## src/rtl/sha256_pkg.sv

```systemverilog
// Shared SHA-256 types, round count and message-schedule sigma functions.
// Latency: n/a (types and pure combinational functions only).
// Backpressure: n/a.
package sha256_pkg;

  typedef logic [31:0] word_t;
  typedef word_t [0:15] block_t;

  localparam int SHA256_ROUNDS = 64;

  typedef enum logic {
    ST_IDLE   = 1'b0,
    ST_STREAM = 1'b1
  } sched_state_e;

  // Rotate right by a constant amount; callers always pass literals.
  function automatic word_t rotr(input word_t x, input int unsigned n);
    return (x >> n) | (x << (32 - n));
  endfunction

  function automatic word_t sigma0(input word_t x);
    return rotr(x, 7) ^ rotr(x, 18) ^ (x >> 3);
  endfunction

  function automatic word_t sigma1(input word_t x);
    return rotr(x, 17) ^ rotr(x, 19) ^ (x >> 10);
  endfunction

endpackage

```

## src/rtl/sha256_w_expand.sv

```systemverilog
// Next schedule word from the sliding window taps W[t-16], W[t-15], W[t-7], W[t-2].
// Latency: purely combinational.
// Backpressure: none; the caller decides when to latch the result.
module sha256_w_expand
  import sha256_pkg::*;
(
  input  logic [31:0] w0_i,
  input  logic [31:0] w1_i,
  input  logic [31:0] w9_i,
  input  logic [31:0] w14_i,
  output logic [31:0] w15_next_o
);

  // Additions wrap modulo 2^32 by the 32-bit result width.
  assign w15_next_o = sigma1(w14_i) + w9_i + sigma0(w1_i) + w0_i;

endmodule

```

## src/rtl/sha256_msg_sched.sv

```systemverilog
// SHA-256 message scheduler: accepts a 512-bit block, streams W0..W63 one word per cycle.
// Latency: W0 valid one cycle after block acceptance; back-to-back blocks with no bubble.
// Backpressure: w_ready low freezes window, index and outputs; blk_ready only at the W63 handshake.
module sha256_msg_sched
  import sha256_pkg::*;
(
  input  logic             clk,
  input  logic             reset_n,
  input  logic             blk_valid,
  input  logic [0:15][31:0] blk_data,
  output logic             blk_ready,
  output logic             w_valid,
  input  logic             w_ready,
  output logic [31:0]      w_data,
  output logic [5:0]       w_idx,
  output logic             w_last,
  output logic             busy
);

  localparam logic [5:0] LAST_IDX = 6'(SHA256_ROUNDS - 1);

  sched_state_e state_q, state_d;
  block_t       win_q, win_d;
  logic [5:0]   idx_q, idx_d;
  word_t        w15_next;
  logic         at_last;
  logic         blk_hs;
  logic         w_hs;

  sha256_w_expand u_expand (
    .w0_i       (win_q[0]),
    .w1_i       (win_q[1]),
    .w9_i       (win_q[9]),
    .w14_i      (win_q[14]),
    .w15_next_o (w15_next)
  );

  assign at_last   = (idx_q == LAST_IDX);
  assign w_valid   = (state_q == ST_STREAM);
  assign busy      = w_valid;
  assign blk_ready = (state_q == ST_IDLE) || (at_last && w_ready);
  assign w_data    = win_q[0];
  assign w_idx     = idx_q;
  assign w_last    = w_valid && at_last;
  assign blk_hs    = blk_valid && blk_ready;
  assign w_hs      = w_valid && w_ready;

  // Next state: a block reload wins over the final-word shift so chained blocks see no bubble.
  always_comb begin
    state_d = state_q;
    win_d   = win_q;
    idx_d   = idx_q;
    if (blk_hs) begin
      win_d   = blk_data;
      idx_d   = '0;
      state_d = ST_STREAM;
    end else if (w_hs) begin
      win_d = {win_q[1:15], w15_next};
      if (at_last) begin
        idx_d   = '0;
        state_d = ST_IDLE;
      end else begin
        idx_d = idx_q + 6'd1;
      end
    end
  end

  // State, window and index registers; reset drops any in-flight block.
  always_ff @(posedge clk or negedge reset_n) begin
    if (!reset_n) begin
      state_q <= ST_IDLE;
      win_q   <= '0;
      idx_q   <= '0;
    end else begin
      state_q <= state_d;
      win_q   <= win_d;
      idx_q   <= idx_d;
    end
  end

endmodule
```

## config.mk

```make
export PLATFORM = sky130hd
export DESIGN_NAME = sha256_msg_sched
export DESIGN_NICKNAME = d
export VERILOG_FILES = /design/src/rtl/sha256_pkg.sv /design/src/rtl/sha256_w_expand.sv /design/src/rtl/sha256_msg_sched.sv
export SDC_FILE = /design/constraint.sdc
export NUM_CORES = 1
export LEC_CHECK = 0
export ABC_AREA = 1
export BUFFER_PORTS_ARGS = -buffer_cell sky130_fd_sc_hd__buf_2
export CORE_MARGIN = 2
export CORE_UTILIZATION = 38
export DETAILED_ROUTE_END_ITERATION = 8
export PLACE_DENSITY = 0.66
export SLEW_MARGIN = 40
export SYNTH_ARGS = -nofsm -noshare
export SYNTH_HDL_FRONTEND = slang
export SYNTH_HIERARCHICAL = 1
export SYNTH_SLANG_ARGS = --single-unit
```

## constraint.sdc

```tcl
create_clock -name clk -period 4.8 [get_ports clk]
set_input_delay 0.24 -clock clk [delete_from_list [all_inputs] [get_ports clk]]
set_output_delay 0.24 -clock clk [all_outputs]
set_load 0.01 [all_outputs]
```

* Yosys cells after proc, flatten, opt, wreduce, memory -nomap -nowiden
Index checks and enable logic that the tools add are counted.
** Operators by class
- Add/sub/neg operators :: 4
- Bitwise operators :: 9
- Eq/ne operators :: 1
- Muxes and demuxes :: 8
- Reductions and logical operators :: 8
** Operators with widths (number)
- 2-to-1 mux 512 bit :: 2
- adder 32 bit :: 3
- XOR 32 bit :: 2
- OR 13 x 32 -> 32 bit :: 1
- OR 14 x 32 -> 32 bit :: 1
- OR 15 x 32 -> 32 bit :: 1
- OR 25 x 32 -> 32 bit :: 1
- XOR 32 x 22 -> 32 bit :: 1
- XOR 32 x 29 -> 32 bit :: 1
- 2-to-1 mux 6 bit :: 3
- adder 6 x 1 -> 6 bit, second input constant :: 1
- equality test 6 bit, second input constant :: 1
- logical AND 1 bit :: 4
- nonzero test 2 bit :: 2
- 2-to-1 mux 1 bit :: 3
- AND reduction 2 bit :: 1
- logical OR 1 bit :: 1
- inverter 1 bit :: 1
** Storage, ports and cells
- Register bits after elaboration :: 519
- Logic and storage cells :: 48
- Output and inout bits :: 42
- Input bits :: 516

* Longest topological paths before layout
- Depth in word-level cells :: 8
- Depth in mapped cells :: 20

* Cells and area by module
The synthesis kept the hierarchy.
** Modules (own cells, without submodules)
- sha256_msg_sched :: times used 1, sequential area each 12987.5 um^2, cells an instance 4467, area each 29540.8 um^2
- sha256_w_expand :: times used 1, sequential area each 0.0 um^2, cells an instance 791, area each 5073.6 um^2

* Least setup slack after synthesis
Ideal clock, no wire load.
- Kind :: flip-flop to flip-flop
- From :: reg win_q[456] in the netlist's numbering
- To :: reg win_q[29] in the netlist's numbering
- Stages on the path, launching flop included :: 20
- Arrival :: 3.182 ns
- Clock period less this slack :: 3.300 ns
- Library setup time :: 0.118 ns
- Setup slack :: 1.500 ns
- Required time :: 4.682 ns
- Cell sequence :: dfrtp_1 -> xnor2_1 -> xor2_1 -> fa_1 -> inv_1 -> fa_1 -> ha_1 -> fa_1 -> nand3_1 -> nand3_1 -> nand3_1 -> nand3_1 -> nand2_1 -> nand2_1 -> nand2_1 -> nand2_1 -> inv_1 -> nand2_1 -> nand3_1 -> nand2_1
** On the way
- Longest elaborated chain between the ends :: 7
- Elaborated cells between the ends (all ways) :: 8
- Classes of those cells :: 2 x add/sub; 2 x mux; 4 x bitwise
** RTL lines
- start: declaration :: line sha256_msg_sched.sv:23 : block_t win_q, win_d;
- start signal: assignment :: line sha256_msg_sched.sv:76 : win_q <= win_d;
- OR 25 x 32 -> 32 bit or OR 14 x 32 -> 32 bit (tied branches) :: line sha256_pkg.sv:18 : return (x >> n) | (x << (32 - n));
- XOR 32 bit :: line sha256_pkg.sv:22 : return rotr(x, 7) ^ rotr(x, 18) ^ (x >> 3);
- XOR 32 x 29 -> 32 bit (*) :: line sha256_pkg.sv:22
- adder 32 bit (*) (2 in a row) :: line sha256_w_expand.sv:15 : assign w15_next_o = sigma1(w14_i) + w9_i + sigma0(w1_i) + w0_i;
- named net w15_next[29] :: line sha256_msg_sched.sv:25 : word_t w15_next;
- 2-to-1 mux 512 bit (*) :: line sha256_msg_sched.sv:57 : end else if (w_hs) begin
- 2-to-1 mux 512 bit (*) :: line sha256_msg_sched.sv:53 : if (blk_hs) begin
The timed path passes the listed nets; every way through them passes the cells marked *. The select of a mux whose other input is x is not followed.
A chain may end at the register's enable or synchronous reset.

* Worst setup path in the final report
Same ends and word-level chain as after synthesis.

==> metrics <==
status=complete, no violations; Wirelength per Cell=about 19 µm; # IOs=~560; most common cell in the netlist=sky130_fd_sc_hd__nand2_1; Simple-Gate Fraction of Synth Area=35.4%; xor/xnor cell area share of the yosys netlist=3.49%; end of the worst hold path=win_q[157]; y dimension of the die=roughly 310 µm; routability-driven placement congestion ratio=a little over 0.9; post-CTS repair timing setup buffer count=0; largest cells by area after synthesis=sky130_fd_sc_hd__dfrtp_1 38%, sky130_fd_sc_hd__nand2_1 19%, sky130_fd_sc_hd__nand3_1 15%; Yosys Warn Count=6; largest area contributor in the synthesized netlist=sky130_fd_sc_hd__dfrtp_1; worst-skew pair later-pin latency=0.61 ns; worst hold slack=~0.010 ns; # fillers=8988; launch point of the critical path=win_q[456]; worst path arrival time=4.29 ns; number of nets with antenna violations after detailed routing=0; Worst Hold Class=in -> reg; endpoints failing hold=0; critical hold path startpoint=blk_data[157]; Setup-failing EPs final=0; violation count after the first detailed-routing iteration=4032; worst rel slew slack=43.1%; leak pwr=around 26 nW; compound-cell area share of the yosys netlist=less than 1%; number of register bits inferred by synthesis=519; Hold Path Stages=5; total power per unit cell area=683 nW/µm²; Die X=306 µm; antenna violations before repair=4; startpoint-to-endpoint class of the critical path=reg -> reg; portion of netlist area occupied by mux cells=0.0289%; Req. time, crit path=about 5.3 ns; Main synth FF type=sky130_fd_sc_hd__dfrtp_1; post-route DRC violation count=0; via count of the first global-routing pass=33911; area of the placeable core=90100 µm²; cell count after synthesis=5258; dominant combinational cell family by area after synthesis=simple AND/OR/NAND/NOR gates; DRT Pass-1 Iters=6; number of synthesized flops with an enable pin=0; DR vias/cell=4.92; final clock skew=0.0211 ns; number of nets at the end of the flow=6530; overall overflow remaining after global route=0; top cell types by occurrence after synthesis=1769 x sky130_fd_sc_hd__nand2_1, 1262 x sky130_fd_sc_hd__inv_1, 1056 x sky130_fd_sc_hd__nand3_1, 519 x sky130_fd_sc_hd__dfrtp_1, 153 x sky130_fd_sc_hd__clkbuf_1; area fraction of the dominant cell type after synthesis=37.5%; synthesized area=34600 µm²; Seq/Total Area, Yosys=37.5%; end of the worst register-to-register path=win_q[29]; clock-pin slew on the worst setup and hold paths=0.06 ns; count of cells along the worst register-to-register path=19; worst-case register-to-register setup slack=~1.0 ns; average cell area after synthesis=about 6.6 µm²; post-route minimum period=3.78 ns; Num CTS Buffers=66; maximum buffer depth of the clock tree=3; highest ir drop seen on vdd=between 0.4 and 0.5 mV; total of cells resized after clock tree synthesis=0; max_cap viols=0; largest net degree at the start of global routing=209; share of the cycle needed by the critical path after routing=78.8%; number of I/O port buffers=557; total global routing track utilization=28.0%; synthesized net count=just under 6000; first-pass GRT wire length=between 200000 and 250000 µm; Rows=110; sum of negative setup slack=0 ns; fraction of final layout cells with drive strength greater than 1=12.2%; number of pins exceeding their max-slew limit in the final report=0; die footprint=93500 µm²; Clk Tree Root Cell=sky130_fd_sc_hd__clkbuf_16; final routed wirelength across all metal layers=133000 µm; share of flip-flops with an asynchronous set or reset=100%; pin slew with the least headroom to its limit=0.853 ns; start of the worst register-to-register path=win_q[456]; capturing element type of the critical path=register; maximum clock frequency=264 MHz; effective utilization at floorplan=38.4%; H-tree depth=3; synthesized-area fraction occupied by adder cells=4.74%; synth unique cells=28; setup repair after global routing missed its margin=no; HPWL after detailed placement=94100 µm; worst-path fanout max=5; Via Count=~35000; startpoint class of the critical path=register; Layout Area Growth over Synthesis=24.8%; CTS sink cnt=about 520; TritonCTS clock tree=yes
per-stage QoR:
step	cells	cell area, µm²	setup WS, ns	util [%]	power (mW)
6_report	7147	43200	1.02	47.9	29.5
5_1_grt	7147	43200	0.776	47.9	32.0
4_1_cts	7141	43100	1.05	47.8	29.5
3_5_place_dp	6719	38000	1.04	42.1	24.3
3_3_place_gp	6717	37900	1.01	42.0	24.3
2_1_floorplan	5258	34600	1.50	-	18.5
power by group:
part / internal (mW) / switching (mW) / leakage, nW
clock network: 2.82 / 2.07 / 1.01
registers: 5.55 / 1.11 / 6.72
logic: 6.17 / 11.8 / 18.5
total: 14.5 / 15.0 / 26.2
cells in the final DEF (no fill, tap or decap), types with 19 or more instances in the layout:
cell	synthesis	final
sky130_fd_sc_hd__nand2_1	1769	1768
sky130_fd_sc_hd__xor2_1	69	69
sky130_fd_sc_hd__dlygate4sd3_1	0	306
sky130_fd_sc_hd__buf_4	82	25
sky130_fd_sc_hd__inv_1	1262	1261
sky130_fd_sc_hd__fa_1	62	62
sky130_fd_sc_hd__xnor2_1	69	69
sky130_fd_sc_hd__nand3_1	1056	1055
sky130_fd_sc_hd__clkbuf_1	153	20
sky130_fd_sc_hd__buf_2	73	555
sky130_fd_sc_hd__clkbuf_16	0	68
sky130_fd_sc_hd__a21oi_1	19	19
sky130_fd_sc_hd__nor2_1	42	42
sky130_fd_sc_hd__ha_1	32	32
sky130_fd_sc_hd__dfrtp_1	519	519
layout make-up:
| class | instances | area, µm² | share of cell area [%] |
|---|---|---|---|
| Inverter | 1265 | 4760 | 11.0 |
| Sequential cell | 519 | 13000 | 30.1 |
| Tap cell | 1176 | 1470 | 3.41 |
| Clock buffer | 97 | 1900 | 4.40 |
| Clock inverter | 19 | 170 | 0.394 |
| Antenna cell | 3 | 7.51 | 0.0174 |
| Timing Repair Buffer | 913 | 6580 | 15.2 |
| Multi-Input combinational cell | 3155 | 15300 | 35.5 |
how the worst max path moves through the flow:
stage | end | slack, ns
after floorplan | win_q[29] | 1.50
after global placement | win_q[29] | 1.01
after detailed placement | win_q[29] | 1.04
after CTS | win_q[29] | 1.05
after global routing | win_q[24] | 0.78
final | win_q[29] | 1.02
state kept, by name, summed over array words and instances, names as in the netlist:
signal,cells
w_idx,6
win_q,480
w_data,32
busy,1
critical path: stages, from the launching register on:
cell                      delay (ns)
sky130_fd_sc_hd__dfrtp_1        0.45
sky130_fd_sc_hd__xnor2_1        0.22
sky130_fd_sc_hd__xor2_1         0.22
sky130_fd_sc_hd__fa_1           0.44
sky130_fd_sc_hd__inv_1          0.08
sky130_fd_sc_hd__fa_1           0.41
sky130_fd_sc_hd__ha_1           0.26
sky130_fd_sc_hd__fa_1           0.49
sky130_fd_sc_hd__nand3_1        0.10
sky130_fd_sc_hd__nand3_1        0.15
sky130_fd_sc_hd__nand3_1        0.11
sky130_fd_sc_hd__nand3_1        0.20
sky130_fd_sc_hd__nand2_1        0.15
sky130_fd_sc_hd__nand2_1        0.06
sky130_fd_sc_hd__nand2_1        0.06
sky130_fd_sc_hd__nand2_1        0.05
sky130_fd_sc_hd__inv_1          0.04
sky130_fd_sc_hd__nand2_1        0.04
sky130_fd_sc_hd__nand3_1        0.08
sky130_fd_sc_hd__nand2_1        0.06
layer usage:
layer	global-route usage (%)	up-vias	share of wire, %
met2	44.8	1558	46
met1	37.4	16459	42
li1	-	16791	-
met5	0	-	0.011
met4	14.2	2	5.4
met3	3.50	337	6.5
repair_timing:
action	4_1_cts	5_1_grt
hold buffers	306	0
hold endpoints to repair	389	0
setup endpoints to repair	0	0
logic make-up after synthesis:
kind of cell	Yosys count
and+or+nand+nor	2892
buffers and inverters	1584
DFF	519
xor gates and xnor gates	138
adders and majority gates	94
AOI/OAI and AO/OA	30
muxes	1
Note: power is estimated with default switching activity, not from simulation.
